===== src/rtl/clk_mon_pkg.sv =====
// Purpose: shared types and helpers for the clock frequency monitor.
// Latency: n/a (types and a combinational helper only).
// Backpressure: n/a.
package clk_mon_pkg;

  typedef enum logic [1:0] {
    IDLE    = 2'd0,
    ACQUIRE = 2'd1,
    LOCKED  = 2'd2
  } mon_state_t;

  // True when cnt lies within [exp_edges-tol, exp_edges+tol].
  // The lower bound clamps to 0 so a large tolerance cannot wrap around.
  function automatic logic in_tolerance(input logic [31:0] cnt,
                                        input logic [31:0] exp_edges,
                                        input logic [31:0] tol);
    logic [32:0] lo;
    logic [32:0] hi;
    lo = (tol > exp_edges) ? 33'd0 : {1'b0, exp_edges - tol};
    hi = {1'b0, exp_edges} + {1'b0, tol};
    return ({1'b0, cnt} >= lo) && ({1'b0, cnt} <= hi);
  endfunction

endpackage


===== src/rtl/clk_freq_monitor_sync_edge_det.sv =====
// Purpose: 2-flop synchronizer plus rising-edge detector for an async strobe.
// Latency: input rise -> edge_pulse high 2 clk_in1 edges later, one cycle wide.
// Backpressure: none; free-running, pulses are never held off.
module sync_edge_det (
  input  logic clk_in1,
  input  logic resetn,
  input  logic async_in,
  output logic edge_pulse
);

  logic s1;
  logic s2;
  logic s3;

  // Synchronize the async input and keep one extra stage for edge detection.
  always_ff @(posedge clk_in1 or negedge resetn) begin
    if (!resetn) begin
      s1 <= 1'b0;
      s2 <= 1'b0;
      s3 <= 1'b0;
    end else begin
      s1 <= async_in;
      s2 <= s1;
      s3 <= s2;
    end
  end

  assign edge_pulse = s2 & ~s3;

endmodule


===== src/rtl/clk_freq_monitor.sv =====
// Purpose: counts monitored-clock rising edges per reference window and tracks lock.
// Latency: mon_clk rise counted 3 clk_in1 cycles later; window_done 1 cycle after window close.
// Backpressure: none; results are overwritten each window, window_done is a bare pulse.
module clk_freq_monitor
  import clk_mon_pkg::*;
#(
  parameter int WINDOW_CYCLES = 1024,
  parameter int EXP_EDGES     = 512,
  parameter int TOL           = 2,
  parameter int LOCK_WINDOWS  = 4,
  parameter int CNT_W         = $clog2(WINDOW_CYCLES + 1)
) (
  input  logic             clk_in1,
  input  logic             resetn,
  input  logic             mon_clk,
  input  logic             enable,
  input  logic             clr_lost,
  output logic             locked,
  output logic             window_done,
  output logic [CNT_W-1:0] edge_count,
  output logic             lost_lock
);

  localparam int GOOD_W = $clog2(LOCK_WINDOWS + 1);
  localparam logic [CNT_W-1:0]  WIN_LAST  = CNT_W'(WINDOW_CYCLES - 1);
  localparam logic [CNT_W-1:0]  CNT_MAX   = '1;
  localparam logic [GOOD_W-1:0] GOOD_LAST = GOOD_W'(LOCK_WINDOWS - 1);

  mon_state_t        state;
  logic [CNT_W-1:0]  window_cnt;
  logic [CNT_W-1:0]  edge_cnt;
  logic [CNT_W-1:0]  final_cnt;
  logic [GOOD_W-1:0] good_cnt;
  logic              edge_pulse;
  logic              window_good;

  sync_edge_det u_sync_edge_det (
    .clk_in1    (clk_in1),
    .resetn     (resetn),
    .async_in   (mon_clk),
    .edge_pulse (edge_pulse)
  );

  // Running count including this cycle's edge; saturates so it never wraps.
  always_comb begin
    final_cnt = edge_cnt;
    if (edge_pulse && (edge_cnt != CNT_MAX)) begin
      final_cnt = edge_cnt + CNT_W'(1);
    end
  end

  assign window_good = in_tolerance(32'(final_cnt), 32'(EXP_EDGES), 32'(TOL));

  // Window sequencing, lock qualification and sticky loss-of-lock flag.
  always_ff @(posedge clk_in1 or negedge resetn) begin
    if (!resetn) begin
      state       <= IDLE;
      window_cnt  <= '0;
      edge_cnt    <= '0;
      good_cnt    <= '0;
      locked      <= 1'b0;
      window_done <= 1'b0;
      edge_count  <= '0;
      lost_lock   <= 1'b0;
    end else begin
      window_done <= 1'b0;
      // A set later in this block overrides the clear.
      if (clr_lost) begin
        lost_lock <= 1'b0;
      end
      case (state)
        IDLE: begin
          window_cnt <= '0;
          edge_cnt   <= '0;
          good_cnt   <= '0;
          locked     <= 1'b0;
          if (enable) begin
            state <= ACQUIRE;
          end
        end
        ACQUIRE, LOCKED: begin
          if (!enable) begin
            // Partial window is discarded; edge_count keeps the last result.
            state      <= IDLE;
            locked     <= 1'b0;
            window_cnt <= '0;
            edge_cnt   <= '0;
            good_cnt   <= '0;
          end else if (window_cnt == WIN_LAST) begin
            window_cnt  <= '0;
            edge_cnt    <= '0;
            edge_count  <= final_cnt;
            window_done <= 1'b1;
            if (state == LOCKED) begin
              if (!window_good) begin
                state     <= ACQUIRE;
                locked    <= 1'b0;
                good_cnt  <= '0;
                lost_lock <= 1'b1;
              end
            end else if (window_good) begin
              if (good_cnt == GOOD_LAST) begin
                state    <= LOCKED;
                locked   <= 1'b1;
                good_cnt <= '0;
              end else begin
                good_cnt <= good_cnt + GOOD_W'(1);
              end
            end else begin
              good_cnt <= '0;
            end
          end else begin
            window_cnt <= window_cnt + CNT_W'(1);
            edge_cnt   <= final_cnt;
          end
        end
        default: begin
          state  <= IDLE;
          locked <= 1'b0;
        end
      endcase
    end
  end

endmodule


===== config.mk =====
export PLATFORM = sky130hd
export DESIGN_NAME = clk_freq_monitor
export DESIGN_NICKNAME = d
export VERILOG_FILES = /design/src/rtl/clk_mon_pkg.sv /design/src/rtl/clk_freq_monitor_sync_edge_det.sv /design/src/rtl/clk_freq_monitor.sv
export SDC_FILE = /design/constraint.sdc
export NUM_CORES = 1
export LEC_CHECK = 0
export ABC_CLOCK_PERIOD_IN_PS = 3910
export CAP_MARGIN = 15
export CORE_ASPECT_RATIO = 0.5
export CORE_MARGIN = 4
export CORE_UTILIZATION = 45
export CTS_CLUSTER_SIZE = 40
export DETAILED_ROUTE_END_ITERATION = 7
export MAX_ROUTING_LAYER = met4
export PLACE_DENSITY_LB_ADDON = 0.12
export SLEW_MARGIN = 20
export SYNTH_ARGS = -nofsm -noshare
export SYNTH_HDL_FRONTEND = slang
export SYNTH_SLANG_ARGS = --single-unit

===== constraint.sdc =====
create_clock -name clk_in1 -period 3.91 [get_ports clk_in1]
set_input_delay 0.391 -clock clk_in1 [delete_from_list [all_inputs] [get_ports clk_in1]]
set_output_delay 0.391 -clock clk_in1 [all_outputs]
set_load 0.05 [all_outputs]

Word level (Yosys, flattened, before mapping)
Cells that the tools add are included.
{ "word_totals": {"reg_bits": 44, "mem_bits_ro": 0, "memories": 0, "out_inout_bits": 14, "input_bits": 5, "elab_cells": 75, "mem_bits_rw": 0, "latch_bits": 0} }
{ "op_classes": {"reduce_logical": 9, "n_eq_ne": 10, "mul": 0, "n_bitwise": 2, "muxes": 38, "shifts": 0, "n_addsub": 3, "div_mod_pow": 0, "order_cmp": 2} }
{ "op_table": {"columns": ["operator", "n"], "rows": [
  ["2-to-1 mux 11 bit", 5],
  ["one-hot mux 11 bit (2 select lines)", 2],
  ["adder 11 x 1 -> 11 bit, second input constant", 2],
  ["2-to-1 mux 3 bit", 6],
  ["2-to-1 mux 1 bit", 16],
  ["2-to-1 mux 2 bit", 7],
  ["!= test 4 bit, second input constant", 3],
  ["equality test 11 x 10 -> 1 bit, second input constant", 1],
  ["greater-or-equal comparator 11 x 9 -> 1 bit, second input constant", 1],
  ["<= comparator 11 x 10 -> 1 bit, second input constant", 1],
  ["!= test 11 bit, second input constant", 1],
  ["one-hot mux 3 bit (2 select lines)", 1],
  ["AND reduction 3 bit", 2],
  ["AND reduction 5 bit", 1],
  ["one-hot mux 2 bit (2 select lines)", 1],
  ["AND reduction 4 bit", 1],
  ["adder 3 x 1 -> 3 bit, second input constant", 1],
  ["equality test 3 x 2 -> 1 bit, second input constant", 1],
  ["!= test 3 bit, second input constant", 1],
  ["equality test 2 x 1 -> 1 bit, second input constant", 1],
  ["equality test 2 bit, second input constant", 1],
  ["logical AND 1 bit", 2],
  ["zero test 2 bit", 1],
  ["!= test 2 bit, second input constant", 1],
  ["other kinds (4)", 4]
]} }

Longest topological paths before layout
{ "depth": {"ltp_word": 11, "mapped_depth": 10, "depth_no_buf": 9} }

By module
Synthesis repeated with hierarchy kept, for this count alone.
{ "hier_totals": {"cells_unflattened": 288, "hier_area_um2": 2660.1} }
{ "modules_own_cells": {"columns": ["module", "cells_each", "instances", "area_per_inst_um2", "seq_area_each_um2"], "rows": [
  ["clk_freq_monitor", 284, 1, 2571.2, 1026.0],
  ["sync_edge_det", 4, 1, 88.8, 75.1]
]} }

Worst setup path before layout
OpenSTA, ideal clock, no wires.
{ "synth_path": {"kind": "register to register", "start": "register edge_cnt[0]", "end": "register locked", "setup_time_ns": 0.122, "path_stages_with_launch": 10, "synth_period_minus_slack_ns": 2.752, "t_arrival_ns": 2.631, "required_time_ns": 3.788, "n_path_buf": 0, "setup_slack_ns": 1.158, "path_cell_list": "dfrtp_1 -> ha_1 -> and4_4 -> a2111oi_4 -> xnor2_1 -> a32oi_1 -> nor4_2 -> a21oi_4 -> mux2_4 -> a32o_1"} }
{ "synth_between": {"elab_chain_len": 7, "word_cells_on_any_way": 10, "cone_classes": "add/sub: 1; order compare: 2; eq/ne: 3; mux: 1; reduce/logical: 3"} }
{ "synth_lines": {"columns": ["item", "line_no", "text"], "rows": [
  ["from (decl)", "clk_freq_monitor.sv:31", "logic [CNT_W-1:0] edge_cnt;"],
  ["from (signal assigned)", "clk_freq_monitor.sv:114", "edge_cnt <= final_cnt;"],
  ["branches (longest 2 deep; another with adder 11 x 1 -> 11 bit)", null, null],
  ["2-to-1 mux 11 bit (*)", "clk_freq_monitor.sv:47", "if (edge_pulse && (edge_cnt != CNT_MAX)) begin"],
  ["greater-or-equal comparator 11 x 9 -> 1 bit / <= comparator 11 x 10 -> 1 bit (equally long branches)", "clk_mon_pkg.sv:21", "return ({1'b0, cnt} >= lo) && ({1'b0, cnt} <= hi);"],
  ["logical AND 1 bit (*)", "clk_mon_pkg.sv:21", null],
  ["!= test 4 bit (no source line)", null, null],
  ["AND reduction 4 bit (no source line) (*)", null, null],
  ["to (signal assigned)", "clk_freq_monitor.sv:61", "locked <= 1'b0;"],
  ["to (signal assigned)", "clk_freq_monitor.sv:76", "locked <= 1'b0;"],
  ["to (signal assigned)", "clk_freq_monitor.sv:85", "locked <= 1'b0;"],
  ["to (decl)", "clk_freq_monitor.sv:18", "output logic locked,"]
]} }
Every way passes the cells marked *.
A chain may end at the register's enable or synchronous reset.

Worst setup path after layout
Same ends and word-level chain as after synthesis.

==> metrics.md <==
| Metric | Value |
|---|---|
| Number of global-route vias before repair | `between 1.5k and 2k` |
| Cts bufs inserted | `5` |
| Vias | `between 1.5k and 2k` |
| Number of remaining DRC errors | `0` |
| Transition time of the tightest slew-check pin | `roughly 680 ps` |
| Cell count along the critical path | `8` |
| Vert. Die Dim | `60.49 µm` |
| Starting density of the core | `0.4851` |
| Placed Area | `between 2000 and 3000 µm²` |
| Grt ovf | `0` |
| Mean cell area of the mapped netlist | `around 9.6 µm²` |
| Xor and xnor area share after synthesis | `0.03835` |
| Slack of the worst reg-to-reg path | `approximately 840 ps` |
| Dominant combinational cell family by area after synthesis | `simple AND/OR/NAND/NOR gates` |
| Highest fanout seen on the critical path | `8` |
| Average vias per placed instance | `between 5 and 6` |
| Setup-violating endpoint count in the final report | `0` |
| Wire length per cell after detailed routing | `about 15 µm` |
| Die width | `113.0 µm` |
| Number of input and output port buffers inserted | `18` |
| Ys Warns | `0` |
| Dpl hpwl | `3.653 mm` |
| Worst hold-check path type | `in -> async` |
| Total nets after synthesis | `272` |
| Post-synthesis async set-or-reset flop share | `1.000` |
| Power density cells | `~380 nW/µm²` |
| Area added between synthesis and finish | `12.87%` |
| Clock-pin transition on the worst setup and hold timing paths | `approximately 90 ps` |
| Max frequency | `between 300 and 400 MHz` |
| Sink Count | `44` |
| Count of flip-flops with a built-in enable after synthesis | `0` |
| Core region area | `5112 µm²` |
| Cell Rows | `18` |
| Reg2reg path depth | `8` |
| Yosys top cell area share | `0.4440` |
| Maximum level of the CTS H-tree | `2` |
| Pre-antenna DRT Iters | `4` |
| Post-CTS sizing | `0` |
| Flop and latch count out of synthesis | `44` |
| Portion of the post-synthesis area used by sequential elements | `0.4440` |
| Fraction of the mapped netlist area in adder cells | `0.04036` |
| Final Max Slew Viols | `0` |
| Root buffer selected by CTS | `sky130_fd_sc_hd__clkbuf_8` |
| Critical path required time | `4100 ps` |
| Type of element launching the critical path | `flip-flop` |
| Post-CTS Repair Setup Buffers | `0` |
| Antenna diode count | `0` |
| Portion of netlist area occupied by mux cells | `0.04390` |
| Wire length of the first global-routing pass | `between 9 and 10 mm` |
| Prevailing post-synth register cell | `sky130_fd_sc_hd__dfrtp_1` |
| Number of top-level pins | `19` |
| Number of DRC markers in iteration 0 | `about 120` |
| Cells taking the most area after synthesis | `sky130_fd_sc_hd__dfrtp_1, sky130_fd_sc_hd__o21ai_0, sky130_fd_sc_hd__nand2_1, sky130_fd_sc_hd__ha_1, sky130_fd_sc_hd__nor2_1` |
| Dominant cell type by area after synthesis | `sky130_fd_sc_hd__dfrtp_1` |
| RSZ-0062 raised after global routing | `false` |
| Power after layout | `about 1.1 mW` |
| Deepest clock path buffer count | `2` |
| Commonest non-fill, non-tap cell in the layout | `sky130_fd_sc_hd__dfrtp_1` |
| Sort of element at the end of the critical path | `flip-flop` |
| Antenna violations before repair | `0` |
| Relative max-transition margin | `0.5447` |
| Capture point of the critical path | `locked$_DFFE_PN0P_` |
| CTS tree | `done` |
| Clock tree skew after final layout | `around 14 ps` |
| Run status | `completed` |
| Area of the die | `~6800 µm²` |
| Clk Latency, worst-skew pair | `between 300 and 400 ps` |
| Number of max-cap violations | `0` |
| Launch point of the worst reg-to-reg path | `edge_cnt[0]$_DFFE_PN0N_` |
| Remaining antenna violation count after routing | `0` |
| Reg-to-reg critical path endpoint | `locked$_DFFE_PN0P_` |
| Data arrival time of the critical path | `approximately 3300 ps` |
| Setup TNS | `0 ps` |
| Largest net degree at the start of global routing | `45` |
| Number of different library cells in the post-synthesis netlist | `55` |
| Fin crit period | `a little over 3000 ps` |
| Critical path's slowest cell | `sky130_fd_sc_hd__a31oi_1` |
| Cell class contributing the biggest share of worst-path delay | `compound AO/OA/AOI/OAI gates` |
| Slowest cell delay on critical path | `~550 ps` |
| Area fraction in compound gates after synthesis | `0.1670` |
| Commonest cells after routing, fill and taps aside | `sky130_fd_sc_hd__dfrtp_1, sky130_fd_sc_hd__nand2_1, sky130_fd_sc_hd__o21ai_0` |
| Total track usage | `0.1746` |
| Number of nets in the layout | `between 200 and 300` |
| Launching instance or port of the critical path | `edge_cnt[0]$_DFFE_PN0N_` |
| Post-detailed-routing wire length | `around 5.3 mm` |
| Leakage power | `about 1.2 nW` |
| Maximum vdd ir drop | `approximately 0.19 mV` |
| List of cells traversed by the critical path | `ha_1 > and4_4 > a31oi_1 > mux2i_1 > nor4_4 > a21oi_4 > mux2_4 > a32o_1` |
| Simple logic cell fraction of the synthesized area | `0.2270` |
| Crit path kind | `reg -> reg` |
| Hold Violations, Final | `0` |
| Ratio of cells with drive above 1 in the final layout | `0.09058` |
| Post-synthesis instance area | `2480 µm²` |
| Count of hold buffers inserted by post-cts repair | `0` |
| Gpl congestion | `0.8899` |
| Final worst path period share | `0.7846` |
| Cell count after synthesis | `~260` |
| Critical path buffer and inverter count | `0` |
| Final standard cell area without fillers | `roughly 2800 µm²` |
-- power breakdown --
| group | total [mW] | internal [mW] | switching [mW] |
|---|---|---|---|
| registers | 0.496 | 0.472 | 0.0237 |
| logic | 0.251 | 0.0906 | 0.160 |
| clock network | 0.310 | 0.144 | 0.166 |
| total | 1.06 | 0.707 | 0.350 |
-- synthesized netlist by cell type, types with 2 or more instances --
cell                        count
sky130_fd_sc_hd__clkbuf_1       6
sky130_fd_sc_hd__nand4b_1       2
sky130_fd_sc_hd__nand4_1        2
sky130_fd_sc_hd__nand2b_1       4
sky130_fd_sc_hd__mux2i_1        6
sky130_fd_sc_hd__o21ai_0       26
sky130_fd_sc_hd__nand2_1       31
sky130_fd_sc_hd__and4_4         2
sky130_fd_sc_hd__ha_1           8
sky130_fd_sc_hd__nor2_1        23
sky130_fd_sc_hd__xnor2_1        8
sky130_fd_sc_hd__and4b_1        2
sky130_fd_sc_hd__o2bb2ai_1      2
sky130_fd_sc_hd__mux2_2         2
sky130_fd_sc_hd__a31oi_1        3
sky130_fd_sc_hd__and3_1         5
sky130_fd_sc_hd__buf_6          2
sky130_fd_sc_hd__nand3b_1       2
sky130_fd_sc_hd__nand3_1       13
sky130_fd_sc_hd__nor3_1         7
sky130_fd_sc_hd__a21oi_1       11
sky130_fd_sc_hd__and2_1         4
sky130_fd_sc_hd__dfrtp_1       44
sky130_fd_sc_hd__a21o_1         2
sky130_fd_sc_hd__inv_1          9
sky130_fd_sc_hd__o31ai_1        3
sky130_fd_sc_hd__buf_2          2
-- state kept, by name, indices dropped and copies added (netlist names) --
| name | cells |
|---|---|
| locked | 1 |
| u_sync_edge_det.s3 | 1 |
| u_sync_edge_det.s2 | 1 |
| edge_cnt | 11 |
| u_sync_edge_det.s1 | 1 |
| window_cnt | 11 |
| window_done | 1 |
| good_cnt | 3 |
| edge_count | 11 |
| state | 2 |
| lost_lock | 1 |
-- routing by layer --
metal | global-route usage | part of all wire | up-vias
met1 | 0.2291 | 0.50 | 943
li1 | - | - | 951
met5 | - | 0 | -
met2 | 0.2660 | 0.43 | 46
met4 | 0.04281 | 0.0072 | 0
met3 | 0.05578 | 0.064 | 5
-- area by class of cell --
type | instances | area (µm²)
flip-flops and latches | 44 | 1101
fillers | 465 | 2313
clock buffers | 7 | 86.33
repair buffers | 20 | 192.7
multi-input cells | 194 | 1286
inverters | 10 | 37.54
clock inverters | 1 | 7.507
well taps | 70 | 87.58
-- cell families after synthesis --
kind of cell / Yosys count
and+or+nand+nor: 104
AOI/OAI and AO/OA: 62
DFF: 44
buffers and inverters: 21
xor gates and xnor gates: 10
muxes: 10
adders and majority gates: 8
-- stage by stage --
step	setup WS [ps]	hold WS (ps)	utilization	cells
6_report	842.3	71.79	0.5475	346
5_1_grt	721.0	119.1	0.5475	346
4_1_cts	886.3	290.5	0.5470	346
3_5_place_dp	913.5	343.3	0.5286	338
3_3_place_gp	1000	334.6	0.5286	338
2_1_floorplan	1158	95.41	-	259
-- worst min-delay path by stage --
stage	startpoint	slack (ps)	cells past startpoint	end
finish	resetn	70	1	edge_cnt[2]$_DFFE_PN0N_
global placement	u_sync_edge_det.s1$_DFF_PN0_	330	0	u_sync_edge_det.s2$_DFF_PN0_
CTS	resetn	290	1	window_cnt[0]$_DFFE_PN0N_
floorplan	resetn	100	0	edge_cnt[0]$_DFFE_PN0N_
detailed placement	u_sync_edge_det.s1$_DFF_PN0_	340	0	u_sync_edge_det.s2$_DFF_PN0_
global route	resetn	120	1	window_cnt[0]$_DFFE_PN0N_
Note: power is estimated with default switching activity, not from simulation.
